[src/rtl/filter_ctrl_pkg.sv]
// Shared types and defaults for the chroma carrier mode controller.
// States, default cycle counts and the signed chroma sample type.
package filter_ctrl_pkg;

  typedef enum logic [2:0] {
    RUN,
    WAIT_LINE,
    FLUSH,
    SETTLE,
    FADE
  } state_t;

  localparam int DEF_FLUSH_CYCLES     = 4;
  localparam int DEF_SETTLE_CYCLES    = 64;
  localparam int DEF_FADE_STEP_CYCLES = 16;
  localparam int FADE_GAIN_MAX        = 8;

  typedef logic signed [7:0] sample_t;

endpackage

[src/rtl/filter_gain_ramp.sv]
// Fade-in gain k=1..8 stepping every STEP_CYCLES; scaled = (sample*k_next)>>>3, combinational.
// The caller registers the result; k_next is the gain for the cycle being loaded. No backpressure.
module filter_gain_ramp
  import filter_ctrl_pkg::*;
#(
  parameter int STEP_CYCLES = DEF_FADE_STEP_CYCLES
) (
  input  logic        clk,
  input  logic        reset,
  input  logic        enter,
  input  logic        active,
  input  logic signed [7:0] sample,
  output logic signed [7:0] scaled
);

  localparam int SW = (STEP_CYCLES > 1) ? $clog2(STEP_CYCLES) : 1;
  typedef logic [SW-1:0] step_t;
  localparam step_t STEP_LOAD = step_t'(STEP_CYCLES - 1);

  logic [3:0]          k, k_nxt;
  step_t               step, step_nxt;
  logic signed [11:0]  prod;
  logic signed [11:0]  shifted;

  always_comb begin
    k_nxt    = k;
    step_nxt = step;
    if (enter) begin
      k_nxt    = 4'd1;
      step_nxt = STEP_LOAD;
    end else if (active) begin
      if (step == '0) begin
        if (k != 4'(FADE_GAIN_MAX)) k_nxt = k + 4'd1;
        step_nxt = STEP_LOAD;
      end else begin
        step_nxt = step - step_t'(1);
      end
    end
  end

  // 12-bit signed product, arithmetic shift rounds toward minus infinity
  assign prod    = $signed({{4{sample[7]}}, sample}) * $signed({8'd0, k_nxt});
  assign shifted = prod >>> 3;
  assign scaled  = shifted[7:0];

  always_ff @(posedge clk) begin
    if (reset) begin
      k    <= '0;
      step <= '0;
    end else begin
      k    <= k_nxt;
      step <= step_nxt;
    end
  end

endmodule

[src/rtl/filter_carrier_mode_ctrl.sv]
// PAL/NTSC switch sequencer for the chroma IIR: apply at line start, flush, mute while settling.
// RUN latency filt_in->out 1 cycle; no backpressure. Optional fade-in: FILTER_CARRIER_CTRL_FADE_EN.
module filter_carrier_mode_ctrl
  import filter_ctrl_pkg::*;
#(
  parameter bit RESET_PAL        = 1'b1,
  parameter int FLUSH_CYCLES     = DEF_FLUSH_CYCLES,
  parameter int SETTLE_CYCLES    = DEF_SETTLE_CYCLES,
  parameter int FADE_STEP_CYCLES = DEF_FADE_STEP_CYCLES
) (
  input  logic              clk,
  input  logic              reset,
  input  logic              pal_mode_req,
  input  logic              line_start,
  input  logic signed [7:0] filt_in,
  output logic              pal_mode,
  output logic              filter_clear,
  output logic signed [7:0] out,
  output logic              busy
);

  localparam int FADE_CYCLES = FADE_GAIN_MAX * FADE_STEP_CYCLES;
  localparam int MAX_A   = (FLUSH_CYCLES > SETTLE_CYCLES) ? FLUSH_CYCLES : SETTLE_CYCLES;
  localparam int MAX_CYC = (MAX_A > FADE_CYCLES) ? MAX_A : FADE_CYCLES;
  localparam int CW      = (MAX_CYC > 1) ? $clog2(MAX_CYC) : 1;
  typedef logic [CW-1:0] cnt_t;

  localparam cnt_t FLUSH_LOAD  = cnt_t'(FLUSH_CYCLES - 1);
  localparam cnt_t SETTLE_LOAD = cnt_t'(SETTLE_CYCLES - 1);

  state_t  state, state_nxt;
  cnt_t    cnt, cnt_nxt;
  logic    pal_nxt;
  sample_t out_nxt;

`ifdef FILTER_CARRIER_CTRL_FADE_EN
  localparam cnt_t FADE_LOAD = cnt_t'(FADE_CYCLES - 1);
  sample_t fade_out;

  filter_gain_ramp #(
    .STEP_CYCLES(FADE_STEP_CYCLES)
  ) u_gain_ramp (
    .clk    (clk),
    .reset  (reset),
    .enter  ((state == SETTLE) && (state_nxt == FADE)),
    .active (state == FADE),
    .sample (filt_in),
    .scaled (fade_out)
  );
`endif

  always_comb begin
    state_nxt = state;
    cnt_nxt   = cnt;
    pal_nxt   = pal_mode;
    case (state)
      RUN: begin
        if (pal_mode_req != pal_mode) begin
          if (line_start) begin
            state_nxt = FLUSH;
            cnt_nxt   = FLUSH_LOAD;
            pal_nxt   = pal_mode_req;
          end else begin
            state_nxt = WAIT_LINE;
          end
        end
      end
      WAIT_LINE: begin
        // a withdrawn request wins over a coincident line start
        if (pal_mode_req == pal_mode) begin
          state_nxt = RUN;
        end else if (line_start) begin
          state_nxt = FLUSH;
          cnt_nxt   = FLUSH_LOAD;
          pal_nxt   = pal_mode_req;
        end
      end
      FLUSH: begin
        if (cnt == '0) begin
          state_nxt = SETTLE;
          cnt_nxt   = SETTLE_LOAD;
        end else begin
          cnt_nxt = cnt - cnt_t'(1);
        end
      end
      SETTLE: begin
        if (cnt == '0) begin
`ifdef FILTER_CARRIER_CTRL_FADE_EN
          state_nxt = FADE;
          cnt_nxt   = FADE_LOAD;
`else
          state_nxt = RUN;
`endif
        end else begin
          cnt_nxt = cnt - cnt_t'(1);
        end
      end
`ifdef FILTER_CARRIER_CTRL_FADE_EN
      FADE: begin
        if (cnt == '0) begin
          state_nxt = RUN;
        end else begin
          cnt_nxt = cnt - cnt_t'(1);
        end
      end
`endif
      default: begin
        state_nxt = FLUSH;
        cnt_nxt   = FLUSH_LOAD;
      end
    endcase
  end

  // outputs are registered from the next state so they line up with the state register
  always_comb begin
    out_nxt = '0;
    case (state_nxt)
      RUN, WAIT_LINE: out_nxt = filt_in;
`ifdef FILTER_CARRIER_CTRL_FADE_EN
      FADE:           out_nxt = fade_out;
`endif
      default:        out_nxt = '0;
    endcase
  end

  always_ff @(posedge clk) begin
    if (reset) begin
      state        <= FLUSH;
      cnt          <= FLUSH_LOAD;
      pal_mode     <= RESET_PAL;
      filter_clear <= 1'b1;
      out          <= '0;
      busy         <= 1'b1;
    end else begin
      state        <= state_nxt;
      cnt          <= cnt_nxt;
      pal_mode     <= pal_nxt;
      filter_clear <= (state_nxt == FLUSH);
      out          <= out_nxt;
      busy         <= (state_nxt != RUN);
    end
  end

endmodule
[config.mk]
export PLATFORM = sky130hd
export DESIGN_NAME = filter_carrier_mode_ctrl
export DESIGN_NICKNAME = d
export VERILOG_FILES = /design/src/rtl/filter_ctrl_pkg.sv /design/src/rtl/filter_gain_ramp.sv /design/src/rtl/filter_carrier_mode_ctrl.sv
export SDC_FILE = /design/constraint.sdc
export NUM_CORES = 1
export LEC_CHECK = 0
export ABC_AREA = 1
export BUFFER_PORTS_ARGS = -buffer_cell sky130_fd_sc_hd__buf_2
export CAP_MARGIN = 20
export CORE_MARGIN = 2
export CORE_UTILIZATION = 55
export DETAILED_ROUTE_END_ITERATION = 8
export GPL_TIMING_DRIVEN = 0
export PLACE_DENSITY = 0.82
export SLEW_MARGIN = 25
export SYNTH_ARGS = -nofsm -noshare
export SYNTH_HDL_FRONTEND = slang
export SYNTH_HIERARCHICAL = 1
export SYNTH_SLANG_ARGS = --single-unit
export TNS_END_PERCENT = 1
[constraint.sdc]
create_clock -name clk -period 2.7 [get_ports clk]
set_input_delay 0.135 -clock clk [delete_from_list [all_inputs] [get_ports clk]]
set_output_delay 0.135 -clock clk [all_outputs]
set_load 0.005 [all_outputs]
==> results of run 1 <==
-- path summary, 6_finish.rpt --
path	end	depth (start not counted)	slack, ns	startpoint
setup reg to reg	busy	7	1.03	cnt[0]
setup / recovery	busy	7	1.03	cnt[0]
hold reg to reg	cnt[6]	2	0.50	cnt[6]
hold / removal	out[6]	3	0.03	filt_in[6]
-- sequential cells by signal, indices dropped and copies added, names as in the netlist --
register      cells
filter_clear      1
cnt               7
out               8
pal_mode          1
state             3
busy              1
-- tightest hold or removal path, stage by stage --
cell,delay (ns)
buf_2,0.09
inv_1,0.04
nor2_1,0.03
-- power by group through the flow --
stage                     registers [mW]  logic [mW]  clock network [mW]
after floorplan                    0.321      0.0191                   0
after global placement             0.322      0.0307                   0
after detailed placement           0.322      0.0324                   0
after CTS                          0.315      0.0330               0.148
after global routing               0.316      0.0380               0.161
final                              0.315      0.0329               0.145
-- layout make-up --
| class | count | area, sq um |
|---|---|---|
| Tap cell | 17 | 21.3 |
| Fill cell | 135 | 557 |
| Multi-Input combinational cell | 84 | 459 |
| Clock inverter | 1 | 5.00 |
| Sequential cell | 21 | 420 |
| Timing Repair Buffer | 22 | 110 |
| Clock buffer | 3 | 22.5 |
| Inverter | 20 | 75.1 |
-- stage by stage --
step / std cells / power [mW]
2_1_floorplan: 125 / 0.341
3_3_place_gp: 164 / 0.352
3_5_place_dp: 164 / 0.354
4_1_cts: 168 / 0.496
5_1_grt: 168 / 0.514
6_report: 168 / 0.492
-- cell families after synthesis --
logic type / Yosys count
AND/OR/NAND/NOR: 68
flip-flops: 21
buffers and inverters: 20
AO/OA/AOI/OAI: 11
XOR/XNOR: 2
adder cells (fa/ha/maj): 2
other: 1
-- placed cells by master (no fill, tap or decap) --
cell and instances:
nand2_1 28, buf_2 22, dfxtp_1 21, inv_1 20, nor2_1 16, nand3_1 12
a21oi_1 7, o21ai_0 4, clkbuf_4 3, or2_1 2, nand2_4 2, nand2_8 2
nand4_1 2, ha_1 2, nor2_4 1, nor2_2 1, nor2_8 1, xor2_1 1
nand3b_1 1, xnor2_1 1, clkinv_2 1, conb_1 1
-- metal layers --
metal	share of wire [%]	vias up	routed length, um	global-route usage (%)
met5	0	-	0	0
met4	1.2	0	22	8.24
met3	5.0	4	89	4.37
met2	50	22	892	34.4
met1	44	377	780	23.3
li1	-	440	-	-
==> metrics.md, run 1 <==
| Metric | Value |
|---|---|
| Sw frac | a little under a quarter |
| Detailed Routing Iterations Pass 1 | 4 |
| TritonCTS buffer count | 3 |
| Syn Nets | ~140 |
| Post-synthesis mux area share | 0% |
| Required time worst endpoint | between 2 and 3 ns |
| CP max FO | 7 |
| TritonCTS clock tree | done |
| Core ar. | roughly 0.0017 sq mm |
| RD Place Congestion | a little under 0.8 |
| Post-synth ARST share | 0% |
| Crit path kind | reg -> reg |
| CP dominant cell by count | nand2_1 |
| Placed wire-length estimate | about 1.4 mm |
| Final setup TNS | 0 ns |
| Layout cells sized above 1 | 21.9% |
| Status | complete, no violations |
| EDFF count, synth | 0 |
| Max Fclk | approximately 0.60 GHz |
| Most common library cells after synthesis | nand2_1, dfxtp_1, inv_1 |
| Final setup fails | 0 |
| Total die area | 0.00208 sq mm |
| Logic pwr share | under 10% |
| RSZ-0062 raised after global routing | no |
| Synthesized area | ~950 sq um |
| Post-CTS setup buffers | 0 |
| Number of buffers inserted by port buffering | 22 |
| Initial antenna violation count | 0 |
| Crit-path max cell delay | 0.38 ns |
| Global-route wire length before repair | ~3.0 mm |
| Worst-case hold slack | approximately 0.035 ns |
| Clock root buffer | clkbuf_4 |
| LEAKAGE | approximately 0.56 nW |
| Pre-CTS setup slack | 1.06 ns |
| Worst IR drop on VDD | around 370 uV |
| Grt ovf | 0 |
| Vias per std cell | around 5 |
| Sequential area share after synthesis | between 40% and 50% |
| GR Util All Layers | about a fifth |
| Power share of the sequential group | between 60% and 70% |
| I/O pin count | 23 |
| Clock Sinks | 21 |
| Std-Cell Rows | 15 |
| H-Tree Depth | 1 |
| Synth unique cells | 19 |
| CTS resizes | 0 |
| Final Hold Fails | 0 |
| Max-slew violation count | 0 |
| Ant diodes | 0 |
| DP Area | ~0.0011 sq mm |
| PnR worst setup slack | a little over 1 ns |
| Post-synthesis simple-gate area fraction | a little under two fifths |
| Max Cap Viol | 0 |
| Area Growth Syn to Fin | 16.6% |
| Worst-Skew Late Latency | around 0.3 ns |
| Largest net degree at the start of global routing | 13 |
| Synth Area in Compound Gates | 5.77% |
| Post-synthesis register bit count | 21 |
| Ys flop type | dfxtp_1 |
| Crit-path cells | inv_1 > ha_1 > nand2_1 > nor2_8 > nand2_1 > nand3_1 > or2_1 |
| Max Buffers Root-to-Sink | 2 |
| Util after Layout | around 67% |
| Hold WC Path Type | in -> reg |
| Die Wd | around 46 um |
| Synth Area in Adders | 2.62% |
| Yosys top cell area share | 44.0% |
| Skew final | 0.00358 ns |
| Final Critical Period | about 1.7 ns |
| Syn Inst Count | 125 |
| Most common cell in the synthesized netlist | nand2_1 |
| Design area | 0.00111 sq mm |
| Starting Density | 57.2% |
| Vias in the first global route | between 700 and 800 |
| Yosys warns | 6 |
| Net Switching | roughly 0.11 mW |
| Via count | roughly 840 |
| Final period utilization | around 60% |
| WP data arrival | between 1.5 and 2 ns |
| Slowest-stage cell, CP | dfxtp_1 |
| Fin nets | between 150 and 200 |
| Synth area leaders | dfxtp_1, nand2_1, inv_1 |
| Clk slew on worst S/H paths | roughly 0.11 ns |
| Routed WL | 1.79 mm |
| Internal power | 0.381 mW |
| Post-detailed-route count of antenna-violating nets | 0 |
| Avg Synthesized Cell Area | approximately 7.6 sq um |
| Largest family of logic cells by synthesized area | simple AND/OR/NAND/NOR gates |
| Leading area contributor after synthesis | dfxtp_1 |
| Crit path buffers/inverters | 1 |
| Pwr/cell area | roughly 440 mW/mm^2 |
| Clock power share | between 20 and 30% |
| DRT iter0 DRCs | 20 |
| Drt drc | 0 |
| Crit path launch type | register |
| Endpoint type of the worst setup path | register |
| Hold Buf Count CTS | 0 |
| Wire per inst | 10.6 um |
| XOR/XNOR Fraction of Synth Area | about 1.8% |
| CP delay by family, top | simple AND/OR/NAND/NOR gates |
| Die height | roughly 46 um |
Note: power is estimated with default switching activity, not from simulation.
==> run 2: changes to the inputs <==
- CORE_UTILIZATION: 55 -> 51
- PLACE_DENSITY: 0.82 -> 0.77
- clock period: 2.7 -> 1.6 ns (I/O delays scaled with it)
==> run 2 against run 1 <==
  * Core utilization increased by 3.1 points
  * Critical path depth increased by 1
  * Via count increased by 3.1%
  * Sequential cell count unchanged
  * Final cell count increased by 10%
  * Critical endpoint unchanged
  * Die area increased by 7.2%
  * Design area increased by 9.3%
  * Fmax increased by 13%
  * Register-to-register slack got worse by 0.91 ns
  * Critical path type unchanged
  * Worst setup slack got worse by 0.91 ns
  * First-iteration DRC count decreased by 55%
==> metrics.md, run 2 (synthesis gave the netlist of run 1 again) <==
| Metric | Value |
|---|---|
| Status | complete, no violations |
| Worst-Skew Late Latency | 0.30 ns (about the same) |
| Non-Filler Instances | 185 (+10%) |
| Total die area | 0.00223 sq mm (+7.2%) |
| Most flop-heavy register | out |
| Via count | 869 (+3.1%) |
| Detailed Routing Iterations Pass 1 | 4 (unchanged) |
| Grt ovf | 0 (unchanged) |
| Max Fclk | 0.679 GHz (+13%) |
| Routed WL | 1.92 mm (+7.6%) |
| Ant diodes | 0 (unchanged) |
| Clock root buffer | clkbuf_4 |
| I/O pin count | 23 (unchanged) |
| R2r startpoint | cnt[0] |
| Cell count after placement | 172 (+4.9%) |
| Most frequent cells in the layout | nand2_1, buf_2, dfxtp_1, inv_1, nor2_1 |
| LEAKAGE | 0.597 nW (+6.0%) |
| Hold Startpoint | line_start |
| Starting Density | 54.7% (-2.5 points) |
| Die Wd | 47.3 um (+3.5%) |
| Most common cell after layout, fill and taps aside | nand2_1 |
| Placed wire-length estimate | 1.32 mm (-5.9%) |
| GR Util All Layers | 21.0% (+1.2 points) |
| Layout cells sized above 1 | 21.9% (about the same) |
| TritonCTS buffer count | 3 (unchanged) |
| Final period utilization | 92.1% (+30 points) |
| Initial antenna violation count | 0 (unchanged) |
| DRT iter0 DRCs | 9 (-55%) |
| Filler cells | 133 (-1.5%) |
| RD Place Congestion | 0.797 (+2.4%) |
| Max-slew violation count | 0 (unchanged) |
| Number of buffers inserted by port buffering | 22 (unchanged) |
| Final Hold Fails | 0 (unchanged) |
| Core ar. | 0.00175 sq mm (+4.5%) |
| WP data arrival | 1.67 ns (-0.19 ns) |
| Drt drc | 0 (unchanged) |
| H-Tree Depth | 1 (unchanged) |
| Pwr/cell area | 706 mW/mm^2 (+60%) |
| Std-Cell Rows | 15 (unchanged) |
| Max Cap Viol | 0 (unchanged) |
| Max Buffers Root-to-Sink | 2 (unchanged) |
| Largest net degree at the start of global routing | 12 (-1) |
| Skew final | 0.00735 ns (+0.00378 ns) |
| Vias per std cell | 4.70 (-6.4%) |
| RSZ-0062 raised after global routing | no |
| Worst IR drop on VDD | 556 uV (+51%) |
| Final setup fails | 0 (unchanged) |
| TritonCTS clock tree | done |
| CP max FO | 10 (+3) |
| Vias in the first global route | 831 (+7.4%) |
| Post-detailed-route count of antenna-violating nets | 0 (unchanged) |
| Area Growth Syn to Fin | 27.5% |
| Die height | 47.3 um (+3.5%) |
| Global-route wire length before repair | 3.29 mm (+9.7%) |
| Crit path launch | cnt[0] |
| Hold WC Path Type | in -> reg |
| Max reg flops | 8 (unchanged) |
| Crit path kind | reg -> reg |
| Worst-case hold slack | 0.0795 ns (+0.0445 ns) |
| Crit path launch type | register |
| Clock Sinks | 21 (unchanged) |
| Wire per inst | 10.4 um (-2.3%) |
| Final Critical Period | 1.47 ns (-0.192 ns) |
| Clk slew on worst S/H paths | 0.11 ns (about the same) |
| Required time worst endpoint | 1.80 ns (-1.10 ns) |
| Fin nets | 175 (+5.4%) |
| Endpoint type of the worst setup path | register |
| Regs by FF count | out: 8 flops, cnt: 7 flops, state: 3 flops |
-- run 2: per-layer routing --
layer / track usage (%) / routed length, um
met3: 3.46 / 91
met4: 11.7 / 29
met1: 25.3 / 873
met2: 35.1 / 926
met5: 0 / 0
-- run 2: worst paths after layout --
| path | endpoint | slack, ns | depth (start not counted) |
|---|---|---|---|
| setup / recovery | busy | 0.13 | 8 |
| setup reg to reg | busy | 0.13 | 8 |
| hold / removal | pal_mode | 0.08 | 3 |
| hold reg to reg | cnt[6] | 0.50 | 2 |
-- run 2: layout make-up --
type	count	area [sq um]	area share (%)
tap	25	31.3	2.57
multi-input combinational	84	464	38.1
clock buffer	4	26.3	2.16
sequential	21	420	34.5
timing repair buffer	31	200	16.4
inverter	20	75.1	6.17
-- run 2: worst max-delay path, cell delays in order (launching register included) --
cell and delay [ns]:
dfxtp_1 0.35, inv_2 0.11, ha_1 0.18, nand2_2 0.10, nor2_8 0.15, nand2_4 0.07, nand2_8 0.12, nand2_8 0.08
or2_1 0.21
-- run 2: power breakdown --
| group | internal (mW) | switching [mW] |
|---|---|---|
| registers | 0.527 | 0.00433 |
| clock network | 0.0971 | 0.156 |
| logic | 0.0366 | 0.0371 |
-- run 2: repair_timing --
item | 4_1_cts | 5_1_grt
resized for setup | 1 | 2
gates cloned | 0 | 0
setup buffers | 0 | 0
endpoints found under the setup margin | 1 | 8
endpoints found under the hold margin | 9 | 0
hold buffers | 9 | 0
-- run 2: stage by stage --
stage          area (sq um)  setup TNS, ns  total power [mW]  worst slack [ns]  util, %
2_1_floorplan           955              0             0.575             0.172        -
3_5_place_dp           1100        -0.0380             0.598           -0.0380     62.8
3_3_place_gp           1100       -0.00171             0.595          -0.00171     62.8
4_1_cts                1210              0             0.860           0.00755     69.6
6_report               1220              0             0.859             0.126     69.7
5_1_grt                1220              0             0.892            0.0280     69.7
==> run 3: changes to the inputs <==
- GPL_TIMING_DRIVEN: 0 -> 1
==> run 3 against run 2 <==
  * Non-clock buffer count rose by 1
  * Routed wire length increased by 0.10%
  * Combinational power rose by 3%
  * Worst setup slack better by 0.032 ns
  * Critical path depth is 1 lower
  * First-iteration DRC count unchanged
  * Sequential power about the same
  * Clock-buffer cell count shrank 1
  * Total power up 1.1%
  * Sequential cell count unchanged
  * Global-route usage decreased by 0.67 points
  * Core utilization increased by 0.57 points
  * Critical path type unchanged
  * Highest routed layer unchanged
==> metrics.md, run 3 (synthesis gave the netlist of run 1 again) <==
| Metric | Value |
|---|---|
| Post-CTS setup buffers | 0 (unchanged) |
| Max Buffers Root-to-Sink | 2 (unchanged) |
| Slowest-stage cell, CP | dfxtp_1 |
| Vias in the first global route | 850 (+2.3%) |
| Required time worst endpoint | 1.82 ns (+0.02 ns) |
| Most common cell after layout, fill and taps aside | nand2_1 |
| Crit path launch type | register |
| TritonCTS buffer count | 3 (unchanged) |
| Reg2reg path depth | 7 (-1) |
| FF-to-FF End | busy |
| Drt drc | 0 (unchanged) |
| Max Cap Viol | 0 (unchanged) |
| Hold WC Path Type | in -> reg |
| Clock Sinks | 21 (unchanged) |
| Hold-critical path depth | 3 (unchanged) |
| Starting Density | 54.7% (unchanged) |
| Max reg flops | 8 (unchanged) |
| Clock root buffer | clkbuf_4 |
| Std-Cell Rows | 15 (unchanged) |
| Fin nets | 176 (+0.57%) |
| Layout cells sized above 1 | 22.4% (+0.49 points) |
| CP max FO | 7 (-3) |
| Total die area | 0.00223 sq mm (unchanged) |
| Final setup fails | 0 (unchanged) |
| Status | complete, no violations |
| DRT iter0 DRCs | 9 (unchanged) |
| Grt met1 use | 22.7% (-2.7 points) |
| H-Tree Depth | 1 (unchanged) |
| R2R Setup Slk | 0.16 ns (+0.03 ns) |
| WP data arrival | 1.66 ns (about the same) |
| GR Util All Layers | 20.3% (-0.67 points) |
| Final Critical Period | 1.44 ns (-0.0323 ns) |
| Global-route wire length before repair | 3.19 mm (-3.2%) |
| Regs by FF count | out: 8 flops, cnt: 7 flops, state: 3 flops |
| Total power draw | 0.868 mW (+1.1%) |
| Endpoint type of the worst setup path | register |
| Via count | 882 (+1.5%) |
| Vias per std cell | 4.74 (+0.95%) |
| RSZ-0062 raised after global routing | no |
| Worst-Skew Late Latency | 0.31 ns (about the same) |
| Most flop-heavy register | out |
| Crit-path cells | inv_1 > ha_1 > nand2_1 > nor2_8 > nand2_2 > nand3_1 > or2_1 |
| Wire per inst | 10.3 um (-0.43%) |
| Routed WL | 1.92 mm (+0.10%) |
| Clk slew on worst S/H paths | 0.12 ns (about the same) |
| Largest net degree at the start of global routing | 13 (+1) |
| Filler cells | 135 (+1.5%) |
| Worst IR drop on VDD | 631 uV (+13%) |
| Hold Startpoint | line_start |
| TritonCTS clock tree | done |
| Final Hold Fails | 0 (unchanged) |
| Post-detailed-route count of antenna-violating nets | 0 (unchanged) |
| RD Place Congestion | 0.749 (-6.0%) |
| Pwr/cell area | 707 mW/mm^2 (+0.24%) |
| Die Wd | 47.3 um (unchanged) |
| Area Growth Syn to Fin | 28.6% |
| Ant diodes | 0 (unchanged) |
| Busiest metal layer after global routing | met2 |
| Grt ovf | 0 (unchanged) |
| Worst Hold Endpoint | pal_mode |
| Number of buffers inserted by port buffering | 22 (unchanged) |
| Placed wire-length estimate | 1.31 mm (-0.87%) |
| GRT met3 Usage | 2.69% (-0.77 points) |
| Core ar. | 0.00175 sq mm (unchanged) |
| Max-slew violation count | 0 (unchanged) |
| Max Fclk | 0.694 GHz (+2.2%) |
| Non-Filler Instances | 186 (+0.54%) |
| Crit path kind | reg -> reg |
| Detailed Routing Iterations Pass 1 | 4 (unchanged) |
| Final period utilization | 90.1% (-2.0 points) |
| I/O pin count | 23 (unchanged) |
| Die height | 47.3 um (unchanged) |
| Final setup TNS | 0 ns (unchanged) |
| LEAKAGE | 0.607 nW (+1.6%) |
| Cell count after placement | 173 (+0.58%) |
| Initial antenna violation count | 0 (unchanged) |
| Most frequent cells in the layout | nand2_1, buf_2, dfxtp_1, inv_1, nor2_1 |
| Met2 Usage GRT | 36.5% (+1.4 points) |
| Skew final | 0.000866 ns (-0.00649 ns) |
| Crit-path max cell delay | 0.37 ns (+0.02 ns) |
| R2r startpoint | cnt[0] |
[run 3: final cells by class]
cell class                 instances  area, sq um  share of cell area (%)
inverter                          20         75.1                    6.12
timing repair buffer              32          208                    16.9
tap                               25         31.3                    2.55
sequential                        21          420                    34.3
clock buffer                       3         22.5                    1.83
multi-input combinational         84          465                    37.9
clock inverter                     1         5.00                   0.408
[run 3: metal layers]
layer | up-vias | wire length [um]
met2 | 22 | 963
met5 | - | 0
met3 | 5 | 71
met4 | 0 | 44
li1 | 456 | -
met1 | 399 | 842
[run 3: repair_timing]
action	in CTS	in global routing
hold buffers	9	0
gates resized for setup	0	2
hold endpoints to repair	10	0
setup endpoints to repair	0	3
[run 3: where the power goes]
| part | total, mW | switching, mW | leakage (nW) | internal, mW |
|---|---|---|---|---|
| Clock | 0.261 | 0.168 | 0.0177 | 0.0936 |
| Combinational | 0.0756 | 0.0373 | 0.419 | 0.0383 |
| Sequential | 0.531 | 0.00379 | 0.170 | 0.528 |
[run 3: worst max path at each step]
stage            from  endpoint  slack [ns]  depth (start not counted)
6_report       cnt[0]      busy        0.16                          7
5_1_grt        cnt[0]      busy        0.03                          7
4_1_cts        cnt[0]      busy        0.07                          7
3_5_place_dp   cnt[0]      busy        0.09                          7
3_3_place_gp   cnt[0]      busy        0.13                          7
2_1_floorplan  cnt[0]      busy        0.17                          7
[run 3: through the flow]
step / setup WS [ns] / hold WS (ns) / util (%) / instance area, sq um
after floorplan: 0.172 / 0.149 / - / 955
after global placement: 0.134 / 0.293 / 63.2 / 1100
after detailed placement: 0.0903 / 0.300 / 63.2 / 1100
after CTS: 0.0723 / 0.0517 / 70.0 / 1220
after global routing: 0.0341 / 0.0773 / 70.3 / 1230
final: 0.159 / 0.0604 / 70.3 / 1230
[run 3: critical path, delay by kind of cell (launching register included)]
family	cells	cell delay [ns]
simple gates	5	0.73
flops	1	0.37
buf+inv	1	0.06
fa+ha+maj	1	0.19
